## src/rtl/arm_ctrl_pkg.sv

```systemverilog
// Shared types and constants for the multicycle ARM-subset control unit.
// States, ALU op encodings, instruction opcodes and the memory-wait counter width.
package arm_ctrl_pkg;

    typedef enum logic [3:0] {
        FETCH,
        DECODE,
        EXEC_R,
        WB_R,
        MEM_ADDR,
        MEM_RD,
        MEM_WB,
        MEM_WR,
        BRANCH,
        ERROR
    } state_t;

    typedef logic [1:0] alu_op_t;

    localparam alu_op_t ALU_OP_ADD    = 2'b00;
    localparam alu_op_t ALU_OP_PASS_B = 2'b01;
    localparam alu_op_t ALU_OP_FUNCT  = 2'b10;

    localparam logic [10:0] OP_LDUR = 11'b11111000010;
    localparam logic [10:0] OP_STUR = 11'b11111000000;
    localparam logic [10:0] OP_ADD  = 11'b10001011000;
    localparam logic [10:0] OP_SUB  = 11'b11001011000;
    localparam logic [10:0] OP_AND  = 11'b10001010000;
    localparam logic [10:0] OP_ORR  = 11'b10101010000;
    // CBZ only fixes the top eight opcode bits; the rest belong to the immediate.
    localparam logic [7:0]  OP_CBZ_PFX = 8'b10110100;

    localparam int WAIT_W = 8;
    typedef logic [WAIT_W-1:0] wait_cnt_t;

    function automatic logic is_mem_wait_state(state_t s);
        return (s == FETCH) || (s == MEM_RD) || (s == MEM_WR);
    endfunction

endpackage

```

## src/rtl/multicycle_ctrl_if.sv

```systemverilog
// Control-unit <-> datapath/memory bundle: opcode and flags in, strobes and selects out.
// master = control unit, slave = datapath side.
interface multicycle_ctrl_if;
    import arm_ctrl_pkg::*;

    logic [10:0] op;
    logic        zero;
    logic        mem_ready;
    logic        mem_sel;
    logic        mem_read;
    logic        mem_write;
    logic        ir_write;
    logic        pc_write;
    logic        pc_src;
    logic        reg_write;
    logic        mem_to_reg;
    logic        reg2loc;
    logic        alu_src;
    alu_op_t     alu_op;
    logic        error;
    logic [31:0] instr_count;

    modport master (
        input  op, zero, mem_ready,
        output mem_sel, mem_read, mem_write, ir_write, pc_write, pc_src,
               reg_write, mem_to_reg, reg2loc, alu_src, alu_op, error, instr_count
    );

    modport slave (
        output op, zero, mem_ready,
        input  mem_sel, mem_read, mem_write, ir_write, pc_write, pc_src,
               reg_write, mem_to_reg, reg2loc, alu_src, alu_op, error, instr_count
    );

endinterface

```

## src/rtl/multicycle_ctrl_opdecode.sv

```systemverilog
// Opcode classifier: op[31:21] -> instruction class, anything unrecognised is illegal.
// Purely combinational, zero latency, no flow control.
module opdecode
    import arm_ctrl_pkg::*;
(
    input  logic [10:0] op,
    output logic        is_ldur,
    output logic        is_stur,
    output logic        is_cbz,
    output logic        is_rtype,
    output logic        illegal
);

    assign is_ldur  = (op == OP_LDUR);
    assign is_stur  = (op == OP_STUR);
    assign is_cbz   = (op[10:3] == OP_CBZ_PFX);
    assign is_rtype = (op == OP_ADD) || (op == OP_SUB) || (op == OP_AND) || (op == OP_ORR);
    assign illegal  = !(is_ldur || is_stur || is_cbz || is_rtype);

endmodule

```

## src/rtl/multicycle_ctrl.sv

```systemverilog
// Multicycle control FSM for LDUR/STUR/CBZ/R-type; outputs decoded from state (R 4, LDUR 5, STUR 4, CBZ 3 cycles).
// Stalls in FETCH/MEM_RD/MEM_WR until mem_ready; waits of TIMEOUT_CYCLES lock into ERROR until reset.
module multicycle_ctrl
    import arm_ctrl_pkg::*;
#(
    parameter int TIMEOUT_CYCLES = 15
)(
    input  logic               clk,
    input  logic               reset,
    multicycle_ctrl_if.master  bus
);

    localparam logic [WAIT_W:0] TIMEOUT_LIM = (WAIT_W+1)'(TIMEOUT_CYCLES);

    state_t      state;
    wait_cnt_t   wait_cnt;
    logic        ldur_q;
    logic [31:0] instr_count_q;

    logic is_ldur, is_stur, is_cbz, is_rtype, illegal;

    opdecode u_opdecode (
        .op       (bus.op),
        .is_ldur  (is_ldur),
        .is_stur  (is_stur),
        .is_cbz   (is_cbz),
        .is_rtype (is_rtype),
        .illegal  (illegal)
    );

    logic waiting;
    logic wait_hit;
    logic timeout;

    assign waiting  = is_mem_wait_state(state);
    assign wait_hit = ({1'b0, wait_cnt} + {{WAIT_W{1'b0}}, 1'b1}) >= TIMEOUT_LIM;
    // A ready strobe in the last allowed cycle still completes the access.
    assign timeout  = waiting && !bus.mem_ready && wait_hit;

    logic    mem_sel_c, mem_read_c, mem_write_c, ir_write_c, pc_write_c, pc_src_c;
    logic    reg_write_c, mem_to_reg_c, reg2loc_c, alu_src_c, error_c;
    alu_op_t alu_op_c;

    always_comb begin
        mem_sel_c    = 1'b0;
        mem_read_c   = 1'b0;
        mem_write_c  = 1'b0;
        ir_write_c   = 1'b0;
        pc_write_c   = 1'b0;
        pc_src_c     = 1'b0;
        reg_write_c  = 1'b0;
        mem_to_reg_c = 1'b0;
        reg2loc_c    = 1'b0;
        alu_src_c    = 1'b0;
        alu_op_c     = ALU_OP_ADD;
        error_c      = 1'b0;
        case (state)
            FETCH: begin
                mem_read_c = 1'b1;
                ir_write_c = bus.mem_ready;
            end
            DECODE: begin
                reg2loc_c = is_stur || is_cbz;
            end
            EXEC_R: begin
                alu_op_c = ALU_OP_FUNCT;
            end
            WB_R: begin
                reg_write_c = 1'b1;
                pc_write_c  = 1'b1;
            end
            MEM_ADDR: begin
                alu_src_c = 1'b1;
            end
            MEM_RD: begin
                mem_sel_c  = 1'b1;
                mem_read_c = 1'b1;
            end
            MEM_WB: begin
                reg_write_c  = 1'b1;
                mem_to_reg_c = 1'b1;
                pc_write_c   = 1'b1;
            end
            MEM_WR: begin
                mem_sel_c   = 1'b1;
                mem_write_c = 1'b1;
                reg2loc_c   = 1'b1;
                pc_write_c  = bus.mem_ready;
            end
            BRANCH: begin
                reg2loc_c  = 1'b1;
                alu_op_c   = ALU_OP_PASS_B;
                pc_write_c = 1'b1;
                pc_src_c   = bus.zero;
            end
            ERROR: begin
                error_c = 1'b1;
            end
            default: begin
                error_c = 1'b1;
            end
        endcase
    end

    always_ff @(posedge clk or negedge reset) begin
        if (!reset) begin
            state         <= FETCH;
            wait_cnt      <= '0;
            ldur_q        <= 1'b0;
            instr_count_q <= '0;
        end else begin
            if (pc_write_c) begin
                instr_count_q <= instr_count_q + 32'd1;
            end
            // Leaving a wait state always needs ready (or a timeout), so clearing here doubles as clear-on-entry.
            if (waiting && !bus.mem_ready) begin
                wait_cnt <= wait_cnt + 1'b1;
            end else begin
                wait_cnt <= '0;
            end
            case (state)
                FETCH: begin
                    if (bus.mem_ready) begin
                        state <= DECODE;
                    end else if (timeout) begin
                        state <= ERROR;
                    end
                end
                DECODE: begin
                    ldur_q <= is_ldur;
                    if (is_ldur || is_stur) begin
                        state <= MEM_ADDR;
                    end else if (is_cbz) begin
                        state <= BRANCH;
                    end else if (is_rtype && !illegal) begin
                        state <= EXEC_R;
                    end else begin
                        state <= ERROR;
                    end
                end
                EXEC_R:   state <= WB_R;
                WB_R:     state <= FETCH;
                MEM_ADDR: state <= ldur_q ? MEM_RD : MEM_WR;
                MEM_RD: begin
                    if (bus.mem_ready) begin
                        state <= MEM_WB;
                    end else if (timeout) begin
                        state <= ERROR;
                    end
                end
                MEM_WB:   state <= FETCH;
                MEM_WR: begin
                    if (bus.mem_ready) begin
                        state <= FETCH;
                    end else if (timeout) begin
                        state <= ERROR;
                    end
                end
                BRANCH:   state <= FETCH;
                ERROR:    state <= ERROR;
                default:  state <= ERROR;
            endcase
        end
    end

    assign bus.mem_sel     = mem_sel_c;
    assign bus.mem_read    = mem_read_c;
    assign bus.mem_write   = mem_write_c;
    assign bus.ir_write    = ir_write_c;
    assign bus.pc_write    = pc_write_c;
    assign bus.pc_src      = pc_src_c;
    assign bus.reg_write   = reg_write_c;
    assign bus.mem_to_reg  = mem_to_reg_c;
    assign bus.reg2loc     = reg2loc_c;
    assign bus.alu_src     = alu_src_c;
    assign bus.alu_op      = alu_op_c;
    assign bus.error       = error_c;
    assign bus.instr_count = instr_count_q;

endmodule

```

## src/flat_wrapper.sv

```systemverilog
// flat-port wrapper written by rule: the top's interface ports become plain ports
module multicycle_ctrl_flat import arm_ctrl_pkg::*;
#(
    parameter int TIMEOUT_CYCLES = 15
)
  (clk, reset, bus_op, bus_zero, bus_mem_ready, bus_mem_sel, bus_mem_read, bus_mem_write, bus_ir_write, bus_pc_write, bus_pc_src, bus_reg_write, bus_mem_to_reg, bus_reg2loc, bus_alu_src, bus_alu_op, bus_error, bus_instr_count);
  multicycle_ctrl_if bus_i ();
  input  logic clk;
  input  logic reset;
  input wire logic [$bits(bus_i.op)-1:0] bus_op;
  input wire logic [$bits(bus_i.zero)-1:0] bus_zero;
  input wire logic [$bits(bus_i.mem_ready)-1:0] bus_mem_ready;
  output wire logic [$bits(bus_i.mem_sel)-1:0] bus_mem_sel;
  output wire logic [$bits(bus_i.mem_read)-1:0] bus_mem_read;
  output wire logic [$bits(bus_i.mem_write)-1:0] bus_mem_write;
  output wire logic [$bits(bus_i.ir_write)-1:0] bus_ir_write;
  output wire logic [$bits(bus_i.pc_write)-1:0] bus_pc_write;
  output wire logic [$bits(bus_i.pc_src)-1:0] bus_pc_src;
  output wire logic [$bits(bus_i.reg_write)-1:0] bus_reg_write;
  output wire logic [$bits(bus_i.mem_to_reg)-1:0] bus_mem_to_reg;
  output wire logic [$bits(bus_i.reg2loc)-1:0] bus_reg2loc;
  output wire logic [$bits(bus_i.alu_src)-1:0] bus_alu_src;
  output wire logic [$bits(bus_i.alu_op)-1:0] bus_alu_op;
  output wire logic [$bits(bus_i.error)-1:0] bus_error;
  output wire logic [$bits(bus_i.instr_count)-1:0] bus_instr_count;
  assign bus_i.op = bus_op;
  assign bus_i.zero = bus_zero;
  assign bus_i.mem_ready = bus_mem_ready;
  assign bus_mem_sel = bus_i.mem_sel;
  assign bus_mem_read = bus_i.mem_read;
  assign bus_mem_write = bus_i.mem_write;
  assign bus_ir_write = bus_i.ir_write;
  assign bus_pc_write = bus_i.pc_write;
  assign bus_pc_src = bus_i.pc_src;
  assign bus_reg_write = bus_i.reg_write;
  assign bus_mem_to_reg = bus_i.mem_to_reg;
  assign bus_reg2loc = bus_i.reg2loc;
  assign bus_alu_src = bus_i.alu_src;
  assign bus_alu_op = bus_i.alu_op;
  assign bus_error = bus_i.error;
  assign bus_instr_count = bus_i.instr_count;
  multicycle_ctrl #(.TIMEOUT_CYCLES(TIMEOUT_CYCLES)) u_core (.clk(clk), .reset(reset), .bus(bus_i));
endmodule
```

## config.mk

```make
export PLATFORM = sky130hd
export DESIGN_NAME = multicycle_ctrl_flat
export DESIGN_NICKNAME = d
export VERILOG_FILES = /design/src/rtl/arm_ctrl_pkg.sv /design/src/rtl/multicycle_ctrl_if.sv /design/src/rtl/multicycle_ctrl_opdecode.sv /design/src/rtl/multicycle_ctrl.sv /design/src/flat_wrapper.sv
export SDC_FILE = /design/constraint.sdc
export NUM_CORES = 1
export LEC_CHECK = 0
export CAP_MARGIN = 20
export CORE_UTILIZATION = 50
export DETAILED_ROUTE_END_ITERATION = 10
export PLACE_DENSITY = 0.81
export SLEW_MARGIN = 15
export SYNTH_ARGS = -nofsm -noshare
export SYNTH_HDL_FRONTEND = slang
export SYNTH_SLANG_ARGS = --single-unit
```

## constraint.sdc

```tcl
create_clock -name clk -period 4.89 [get_ports clk]
set_clock_uncertainty 0.2 [all_clocks]
set_input_delay 0.489 -clock clk [delete_from_list [all_inputs] [get_ports clk]]
set_output_delay 0.489 -clock clk [all_outputs]
set_load 0.02 [all_outputs]
```

==> impl_metrics.ini <==
[logic_synthesis]
synth_edf_count = 0
syn_inst = 250
ys_seq_area_share_pct = 46.1
synth_fp_nets = 268
synth.avg_cell_area_sq_um = 9.77
ys.flop_type = dfrtp_1
synth_async_sr_flop_share_pct = 100
synthesis.area_sq_um = 2440
synth_warnings = 0
synth_cell_types = 49
ys_seq_elements = 45

[setup_path]
worstPathArrival_ps = 2460
crit_type = primary input to output pin
cp-startpoint = bus_op[10]
critPathMaxStageDelay_ps = 590
crit_slowest_cell = clkdlybuf4s50_1
worst_setup_path_end_kind = output pin
startpoint_type = primary input
critPathRequiredTime_ps = 4200
cpMostUsedCell = clkdlybuf4s50_1
r2r-start = u_core.wait_cnt[0]
cp_max_fo = 2
worst-path-buf-inv = 2
crit_family = buffers and inverters
crit_chain = clkdlybuf4s50_1 -> nand2_1 -> or4_1 -> o31ai_1 -> a211o_1 -> clkdlybuf4s50_1

[cts]
clock_latency_ps = 300
clock-sinks = 45
cts_tree = yes
post_cts_buffers = 0
cts_resized = 0
cts-root-buf = clkbuf_8
cts_inserted_buffers = 5
clockBufferDepth = 2
clk_pin_slew_ps = 90
hold_buffers = 0
h-tree-depth = 2

[die]
coreArea_sq_um = 4720
fp.dieH_um = 71.9
start_util_pct = 51.7
die_w_um = 71.9
num_rows = 25
die_area_sq_um = 5170
ioPinCount = 60

[timing]
tns_ps = 0
timing.final.crit_period_ps = 3150
fin_crit_sh_pct = 64.4
tightestPinTransition_ps = 959
max_freq_ghz = 0.318
drv_slew = 0
setup_violations = 0
hold_violations = 0
rsz0062_at_grt = no
maxSlewHeadroom_pct = 36.1

[finish]
layout_commonest_cell = clkdlybuf4s50_1
final_area_sq_um = 3180
drive_above_1_share_pct = 7.67
antenna_cells = 0
area_growth_pct = 30.1
final_cell_mix = clkdlybuf4s50_1, dfrtp_1, nor2_1, nand2_1, nand3_1
final_nets = 330

[hold_path]
hp-class = primary input to async pin

[route]
first_iter_violations = 66
drc_errors = 0
via_per_inst = 5.26
first_pass_iters = 5
wl_per_cell_um = 13.0
vias = 1999
ant_nets = 0
wirelength_mm = 4.95

[pwr]
peakVddDrop_mv = 0.203
power.density_nw_per_um2 = 199
p_leak_nw = 1.37

[place]
hpwl_mm = 3.65
port_buffers = 59
placed_area_sq_um = 3080
gp_congestion = 0.789

[grt]
grt_usage_pct = 20.9
grt_pass1_vias = 1920
antenna_found_initial = 0
grt_start_max_net_pins = 46
gr-total-overflow = 0
grt_first_pass_wirelength_mm = 8.54

[flow_run]
drv_cap = 0

[status]
status = finished clean
[through the flow]
stage | util (%) | total power [W] | worst slack, ps | hold WS, ps | cells
after detailed placement | 65.3 | 0.000403 | 1760 | 280 | 372
after floorplan | - | 0.000383 | 2740 | -6.59 | 250
final | 67.3 | 0.000631 | 1740 | 131 | 380
after global placement | 65.3 | 0.000403 | 1790 | 264 | 372
after CTS | 67.3 | 0.000637 | 1760 | 164 | 380
after global routing | 67.3 | 0.000658 | 1630 | 215 | 380
[path summary, 6_finish.rpt]
path                       depth (start not counted)                          to  slack [ps]
setup / recovery                                   6                 bus_reg2loc        1740
hold / removal                                     1  u_core.bus.instr_count[23]         130
setup reg to reg                                   7             u_core.state[3]        2680
hold reg to reg                                    2               u_core.ldur_q         290
max in group asynchronous                          1   u_core.bus.instr_count[3]        3760
min in group clk                                   2               u_core.ldur_q         290
[logic make-up (layout without fill, tap and decap cells)]
group,after synthesis,count (layout),synth area share [%]
muxes,1,1,0.410
xor gates and xnor gates,38,38,13.9
AOI/OAI and AO/OA,20,20,6.66
buffers and inverters,17,80,3.23
adders and majority gates,3,3,1.54
and+or+nand+nor,126,126,28.1
DFF,45,45,46.1
[area by class of cell]
class	instances	area, sq um
fillers	375	1550
multi-input cells	188	1240
flip-flops and latches	45	1130
repair buffers	59	586
well taps	67	83.8
clock buffers	5	68.8
inverters	13	51.3
clock inverters	3	25.0
[flip-flops by register name (all words and copies together) (netlist names)]
signal / count
u_core.bus.instr_count: 32
u_core.ldur_q: 1
u_core.state: 4
u_core.wait_cnt: 8
[power breakdown]
part           leakage, nW  switching [W]  internal [W]
Sequential           0.603              0      0.000372
Combinational        0.719      0.0000124     0.0000113
Clock               0.0452       0.000132      0.000104
[Yosys cell counts, drive strengths merged (2+ instances only)]
master / number / area, sq um
dfrtp: 45 / 1130
nor2: 35 / 131
nand3: 28 / 153
nand2: 27 / 101
xnor2: 23 / 201
xor2: 15 / 139
inv: 13 / 51.3
nand4: 7 / 50.1
nor3: 7 / 67.6
o21ai: 5 / 25.0
nor4: 4 / 31.3
and3: 3 / 23.8
and4: 3 / 28.8
buf: 3 / 23.8
ha: 3 / 37.5
o211ai: 3 / 22.5
or3: 3 / 18.8
a31o: 2 / 17.5
nor4b: 2 / 32.5
o31ai: 2 / 15.0
[per-layer routing]
layer | up-vias | GRT usage, % | wire length, um
li1 | 990 | - | -
met1 | 934 | 27.2 | 2180
met2 | 66 | 34.9 | 2380
met3 | 9 | 5.00 | 320
met4 | 0 | 6.32 | 63
met5 | - | 0 | 0
No activity file was read; power rests on OpenSTA's default activity.
